**src/rtl/mult_pkg.sv**
```systemverilog
// Shared types for the sequential shift-add multiplier.
package mult_pkg;

  typedef enum logic [2:0] {
    IDLE,
    ADD,
    SHIFT,
    DONE,
    HOLD
  } mult_state_e;

endpackage

```
**src/rtl/addsub_n.sv**
```systemverilog
// Combinational N-bit ripple add/subtract of two (N-1)-bit operands, each sign- or zero-extended.
// Subtract is performed as a + ~b + 1; o_cout is the carry out of bit N-1.
module addsub_n #(
  parameter int N = 9
) (
  input  logic [N-2:0] i_a,
  input  logic [N-2:0] i_b,
  input  logic         i_sext,
  input  logic         i_sub,
  output logic [N-1:0] o_sum,
  output logic         o_cout
);

  logic [N-1:0] w_a;
  logic [N-1:0] w_b;
  logic         w_c;

  always_comb begin
    w_a    = {i_sext & i_a[N-2], i_a};
    w_b    = {i_sext & i_b[N-2], i_b} ^ {N{i_sub}};
    w_c    = i_sub;
    o_sum  = '0;
    for (int i = 0; i < N; i++) begin
      o_sum[i] = w_a[i] ^ w_b[i] ^ w_c;
      w_c      = (w_a[i] & w_b[i]) | (w_c & (w_a[i] ^ w_b[i]));
    end
    o_cout = w_c;
  end

endmodule

```
**src/rtl/seq_shift_add_multiplier.sv**
```systemverilog
// Sequential shift-add multiplier: WIDTH add/shift pairs on X:A:B, Done 2*WIDTH+1 cycles after Start.
// Start is a level request honoured only in IDLE; HOLD blocks re-trigger until Start drops.
module seq_shift_add_multiplier
  import mult_pkg::*;
#(
  parameter int WIDTH  = 8,
  parameter bit SIGNED = 1'b1
) (
  input  logic                 Clk,
  input  logic                 Reset,
  input  logic                 Start,
  input  logic [WIDTH-1:0]     Multiplicand,
  input  logic [WIDTH-1:0]     Multiplier,
  output logic                 Busy,
  output logic                 Done,
  output logic                 X,
  output logic [WIDTH-1:0]     A,
  output logic [WIDTH-1:0]     B,
  output logic [2*WIDTH-1:0]   Product
);

  localparam int CW = (WIDTH > 2) ? $clog2(WIDTH) : 1;
  localparam logic [CW-1:0] LAST = CW'(WIDTH - 1);

  mult_state_e      r_state;
  mult_state_e      w_state_nxt;
  logic             r_x;
  logic [WIDTH-1:0] r_a;
  logic [WIDTH-1:0] r_b;
  logic [WIDTH-1:0] r_s;
  logic [CW-1:0]    r_cnt;

  logic [WIDTH:0]   w_sum;
  logic             w_sub;
  logic             w_cout_unused;

  // Signed multiplier's top bit carries negative weight, hence the final subtract.
  assign w_sub = SIGNED && (r_cnt == LAST);

  addsub_n #(.N(WIDTH + 1)) u_addsub (
    .i_a    (r_a),
    .i_b    (r_s),
    .i_sext (SIGNED),
    .i_sub  (w_sub),
    .o_sum  (w_sum),
    .o_cout (w_cout_unused)
  );

  always_ff @(posedge Clk) begin
    if (!Reset) r_state <= IDLE;
    else        r_state <= w_state_nxt;
  end

  always_comb begin
    w_state_nxt = r_state;
    Busy        = 1'b0;
    Done        = 1'b0;
    case (r_state)
      IDLE:  if (Start) w_state_nxt = ADD;
      ADD: begin
        Busy        = 1'b1;
        w_state_nxt = SHIFT;
      end
      SHIFT: begin
        Busy        = 1'b1;
        w_state_nxt = (r_cnt == LAST) ? DONE : ADD;
      end
      DONE: begin
        Done        = 1'b1;
        w_state_nxt = Start ? HOLD : IDLE;
      end
      HOLD:  if (!Start) w_state_nxt = IDLE;
      default: w_state_nxt = IDLE;
    endcase
  end

  always_ff @(posedge Clk) begin
    if (!Reset) begin
      r_x   <= 1'b0;
      r_a   <= '0;
      r_b   <= '0;
      r_s   <= '0;
      r_cnt <= '0;
    end else begin
      case (r_state)
        IDLE: if (Start) begin
          r_x   <= 1'b0;
          r_a   <= '0;
          r_b   <= Multiplier;
          r_s   <= Multiplicand;
          r_cnt <= '0;
        end
        ADD: if (r_b[0]) {r_x, r_a} <= w_sum;
        SHIFT: begin
          r_a   <= {r_x, r_a[WIDTH-1:1]};
          r_b   <= {r_a[0], r_b[WIDTH-1:1]};
          r_cnt <= r_cnt + CW'(1);
          if (!SIGNED) r_x <= 1'b0;
        end
        default: ;
      endcase
    end
  end

  assign X       = r_x;
  assign A       = r_a;
  assign B       = r_b;
  assign Product = {r_a, r_b};

endmodule

```
**config.mk**
```make
export PLATFORM = sky130hd
export DESIGN_NAME = seq_shift_add_multiplier
export DESIGN_NICKNAME = d
export VERILOG_FILES = /design/src/rtl/mult_pkg.sv /design/src/rtl/addsub_n.sv /design/src/rtl/seq_shift_add_multiplier.sv
export SDC_FILE = /design/constraint.sdc
export NUM_CORES = 1
export LEC_CHECK = 0
export ABC_AREA = 1
export ABC_CLOCK_PERIOD_IN_PS = 8550
export CORE_ASPECT_RATIO = 0.5
export CORE_UTILIZATION = 30
export CTS_CLUSTER_DIAMETER = 30
export CTS_CLUSTER_SIZE = 16
export DETAILED_ROUTE_END_ITERATION = 10
export PLACE_DENSITY_LB_ADDON = 0.1
export SYNTH_ARGS = -nofsm -noshare
export SYNTH_HDL_FRONTEND = slang
export SYNTH_SLANG_ARGS = --single-unit
```
**constraint.sdc**
```tcl
create_clock -name Clk -period 8.55 [get_ports Clk]
set_input_delay 1.71 -clock Clk [delete_from_list [all_inputs] [get_ports Clk]]
set_output_delay 1.71 -clock Clk [all_outputs]
set_load 0.05 [all_outputs]
```
# Yosys cells after proc, flatten, opt, wreduce, memory -nomap -nowiden
# Index checks and enable logic that the tools add are counted.
# W data, S select, Z words.
# totals
in_bits,19
word_cells,85
ff_bits,31
output_inout_bits,35
# classes
mux,17
add_sub_neg,1
n_eq_ne,8
reduce_logical,10
n_bitwise,43
# ops
op,n
$mux W8,3
$pmux W8 S3,1
$xor A1 B1 Y1,18
$and A1 B1 Y1,16
$pmux W8 S2,1
$pmux W3 S5,1
$mux W3,4
$xor A9 B9 Y9,1
$or A1 B1 Y1,8
$eq A3 B2 Y1 const B,2
$eq A3 B3 Y1 const B,2
$ne A2 B2 Y1 const B,3
$pmux W3 S2,1
$reduce_and A2 Y1,3
$reduce_and A3 Y1,2
$mux W1,4
$reduce_bool A2 Y1,2
$add A3 B1 Y3 const B,1
$eq A3 B1 Y1 const B,1
$logic_not A3 Y1,1
$reduce_bool A3 Y1,1
$mux W2,1
$pmux W1 S2,1
$reduce_or A2 Y1,1

# Logic depth before layout (Yosys ltp)
# logic_depth
word_depth,22
mapped_depth,20
mapped_depth_nobuf,19

# Cells and area by module
# Synthesis repeated with hierarchy kept, for this count alone.
# hier_totals
cells_unflattened,282
area_unflattened_um2,1971.9
# by_module_without_submodules
mod,area_per_inst_um2,n_inst,cells_per_inst,seq_area_each_um2
seq_shift_add_multiplier,1630.3,1,239,620.6
addsub_n,341.6,1,43,0.0

# Worst setup path after synthesis
# Ideal clock, no wire load.
# synth_path
kind,reg-to-reg
startpoint,register r_cnt[0]
endpoint,"register r_a[7], in the netlist A[7]"
required_ns,8.437
stages_incl_launch_ff,20
path_buffers,1
arrival_time_ns,3.632
synth_period_minus_slack_ns,3.745
path_slack_ns,4.805
setup_time_ns,0.113
cell_sequence,dfxtp_1 -> ha_1 -> ha_1 -> clkbuf_1 -> xor2_1 -> fa_1 -> fa_1 -> inv_1 -> fa_1 -> fa_1 -> fa_1 -> inv_1 -> fa_1 -> inv_1 -> fa_1 -> inv_1 -> nand2_1 -> nand2_1 -> nor2_1 -> nor2_1
# synth_between
elab_chain_cells,20
word_cells_on_any_way,34
cone_classes,eq/ne (1); mux (2); bitwise (31)
# synth_lines
item,line,source
"start, declared",seq_shift_add_multiplier.sv:31,logic [CW-1:0] r_cnt;
"start signal, assigned",seq_shift_add_multiplier.sv:97,r_cnt <= r_cnt + CW'(1);
$eq A3 B3 Y1 *,seq_shift_add_multiplier.sv:38,assign w_sub = SIGNED && (r_cnt == LAST);
$xor A9 B9 Y9,addsub_n.sv:20,"w_b = {i_sext & i_b[N-2], i_b} ^ {N{i_sub}};"
$xor A1 B1 Y1,addsub_n.sv:25,w_c = (w_a[i] & w_b[i]) | (w_c & (w_a[i] ^ w_b[i]));
$and A1 B1 Y1,addsub_n.sv:25,
$or A1 B1 Y1,addsub_n.sv:25,
$and A1 B1 Y1,addsub_n.sv:25,
$or A1 B1 Y1,addsub_n.sv:25,
$and A1 B1 Y1,addsub_n.sv:25,
[... 4 more ...],-,
$or A1 B1 Y1,addsub_n.sv:25,
$and A1 B1 Y1,addsub_n.sv:25,
$or A1 B1 Y1,addsub_n.sv:25,
$and A1 B1 Y1,addsub_n.sv:25,
$or A1 B1 Y1,addsub_n.sv:25,
$xor A1 B1 Y1 *,addsub_n.sv:24,o_sum[i] = w_a[i] ^ w_b[i] ^ w_c;
$mux W8 *,seq_shift_add_multiplier.sv:93,"ADD: if (r_b[0]) {r_x, r_a} <= w_sum;"
$pmux W8 S3 *,seq_shift_add_multiplier.sv:85,case (r_state)
"end signal, assigned",seq_shift_add_multiplier.sv:93,
"end signal, assigned",seq_shift_add_multiplier.sv:95,"r_a <= {r_x, r_a[WIDTH-1:1]};"
"end, declared",seq_shift_add_multiplier.sv:28,logic [WIDTH-1:0] r_a;
# Mark *: on every way between the ends. The rest lies on a longest branch, timed or not. The select of a mux whose other input is x is not followed.
# A chain may end at the register's enable or synchronous reset.

# Worst setup path after layout
# Ends and elaborated chain as after synthesis.

==> impl_metrics.py <==
metrics = {
    "setup_path": {
        "cp_slowest_cell": "fa_1",
        "cp-end-kind": "register",
        "worstPathRequired_ns": 8.72,
        "cp_cell_sequence": "ha_1, ha_1, xor2_1, fa_1, fa_1, inv_1, fa_1, fa_1, fa_1, inv_1, fa_1, inv_1, fa_1, inv_1, nand2_1, nand2_1, nor2_1, nor2_1",
        "crit_fanout": 9,
        "worstSetupPathType": "reg -> reg",
        "crit_top_cell": "fa_1",
        "path_delay_family": "adder cells",
        "start_kind": "register",
        "slowest_delay_ns": 0.47,
        "critPathArrivalTime_ns": 4.06,
        "crit_buf_inv": 4,
    },
    "final_layout": {
        "drive_gt1_frac": 0.0623,
        "most-common-layout-cells": "62 x nand2_1, 53 x clkdlybuf4s50_1, 36 x nor2_1, 31 x dfxtp_1, 29 x inv_1",
        "fillers": 577,
        "regArea_um2": 621,
        "finalCoreUtilization": 0.425,
        "final_cell_area_mm2": 0.00241,
        "nets": 316,
        "diodes": 0,
        "final_common_cell": "nand2_1",
        "multiInputGateArea_um2": 907,
        "final_cells": 362,
        "area_growth_pct": 31.8,
    },
    "clock_tree": {
        "numCtsBuffers": 5,
        "h-tree-depth": 2,
        "root_buffer": "clkbuf_16",
        "clk_path_buf_depth": 2,
        "clk_pin_slew_worst_paths_ns": 0.05,
        "postCtsSetupRepairBufs": 0,
        "cts_hold_buffers": 0,
        "cts.sinks": 31,
        "clk_latency_ns": 0.28,
        "cts_tree": "yes",
        "cts_resized": 0,
    },
    "synth": {
        "synth_area_mm2": 0.00183,
        "yosysUniqueCellTypes": 25,
        "ys_ff_latch": 31,
        "syn_nets": 282,
        "seq_area_frac_synth": 0.339,
        "syn-mean-instance-area_um2": 7.21,
        "ys_warn_count": 0,
        "syn_inst": 254,
    },
    "route": {
        "drtAntennaViolNets": 0,
        "routed_wl_um": 4020,
        "drtIter0Drc": 30,
        "routed_via_density": 4.33,
        "route.detailed.drc": 0,
        "dr_total_vias": 1566,
        "avgRoutedWirePerCell_um": 11.1,
        "dr.pass1.iters": 4,
    },
    "die": {
        "start_util": 0.322,
        "io_pins": 54,
        "die_h_um": 57.3,
        "die_area_mm2": 0.00644,
        "core_mm2": 0.00568,
        "dieWidth_um": 113,
        "num_rows": 19,
    },
    "pwr": {
        "ir_worst_vdd_mv": 0.0782,
        "p_leak_nw": 1.06,
        "powerDensity_mw_per_mm2": 213,
    },
    "job": {
        "cap_viol_max_count": 0,
    },
    "timing": {
        "min_period_ns": 3.89,
        "finClkSkew_ns": 0.00600,
        "setup_violations": 0,
        "fin_crit_sh": 0.455,
        "max_freq_mhz": 257,
        "setup_tns_ns": 0,
        "worst_pin_slew_ns": 0.937,
        "maxSlewViolCount": 0,
        "setup_slack_ns": 4.66,
        "rsz0062_at_grt": "no",
        "maxSlewHeadroom": 0.373,
        "hold_viol_final": 0,
    },
    "grt": {
        "grt_usage": 0.139,
        "overflow": 0,
        "grt_pass1_vias": 1437,
        "grt_start_max_net_pins": 28,
        "antenna_found_initial": 0,
        "grt_pass1_wl_um": 6800,
    },
    "placed_design": {
        "placed_cell_area_mm2": 0.00227,
        "post-dp-hpwl_um": 2800,
        "port_buffers": 53,
        "place_congestion": 0.701,
        "place_ws_ns": 4.65,
        "place_inst": 354,
    },
    "run_status": {
        "status": "complete, no violations",
    },
    "min_path": {
        "hold_path.class": "reg -> reg",
    },
}
==> cell type report <==
| class | count | share of cell area |
|---|---|---|
| inverter | 33 | 0.0513 |
| timing repair buffer | 53 | 0.220 |
| clock inverter | 3 | 0.00622 |
| multi-input combinational | 164 | 0.376 |
| tap | 73 | 0.0378 |
| sequential | 31 | 0.257 |
| clock buffer | 5 | 0.0518 |
==> sequential cells by signal, indices dropped and copies added (netlist names) <==
signal and flops:
A 8, r_state 3, B 8, r_s 8
r_cnt 3, X 1
==> cells by family (layout without fill, tap and decap cells) <==
logic type	Yosys count	after routing	share of synthesized area
adders and majority gates	9	9	0.0902
DFF	31	31	0.339
AOI/OAI and AO/OA	40	40	0.111
buffers and inverters	59	94	0.166
and+or+nand+nor	107	107	0.256
xor gates and xnor gates	8	8	0.0383
==> through the flow <==
step                      power (W)  hold slack (ns)
after global routing       0.000544            0.479
after detailed placement   0.000348            0.455
after global placement     0.000348            0.445
after floorplan            0.000306            0.433
after CTS                  0.000521            0.463
final                      0.000513            0.459
==> report_power, final <==
part           total [W]  internal, W  switching [W]
clock           0.000170     0.000106      0.0000636
combinational   0.000171    0.0000584       0.000113
sequential      0.000172     0.000159      0.0000139
total           0.000513     0.000323       0.000190
==> Yosys cell counts <==
master / number / area [um^2]
a211oi_1: 1 / 7.51
a21oi_1: 14 / 70.1
buf_2: 2 / 10.0
buf_4: 17 / 128
buf_6: 2 / 22.5
clkbuf_1: 4 / 15.0
clkbuf_2: 1 / 5.00
dfxtp_1: 31 / 621
fa_1: 7 / 140
ha_1: 2 / 25.0
inv_1: 29 / 109
inv_2: 4 / 15.0
nand2_1: 62 / 233
nand2_4: 1 / 11.3
nand3_1: 2 / 10.0
nand3_2: 1 / 10.0
nand3_4: 2 / 35.0
nand3b_1: 1 / 7.51
nor2_1: 36 / 135
nor2_4: 1 / 11.3
nor3_4: 1 / 16.3
o21ai_0: 24 / 120
o21ai_1: 1 / 5.00
xnor2_1: 3 / 26.3
xor2_1: 5 / 43.8
==> final timing paths <==
| path | endpoint | slack, ns | from | cells past startpoint |
|---|---|---|---|---|
| min reg2reg | r_s[2]$_SDFFE_PN0P_ | 0.46 | r_s[2]$_SDFFE_PN0P_ | 2 |
| min | r_s[2]$_SDFFE_PN0P_ | 0.46 | r_s[2]$_SDFFE_PN0P_ | 2 |
| max reg2reg | A[7]$_SDFFE_PN0P_ | 4.66 | r_cnt[0]$_SDFFE_PN0P_ | 18 |
| max | A[7]$_SDFFE_PN0P_ | 4.66 | r_cnt[0]$_SDFFE_PN0P_ | 18 |
==> worst min-delay path, cell delays in order, from the launching register on <==
cell	delay, ns
dfxtp_1	0.32
inv_1	0.05
a21oi_1	0.05
==> per-layer routing <==
layer	vias up	part of all wire	track usage
li1	831	-	-
met1	696	0.51	0.184
met2	34	0.43	0.209
met3	5	0.044	0.0436
met4	0	0.014	0.0629
met5	-	0	0
Power figures use the tool's default switching activity.
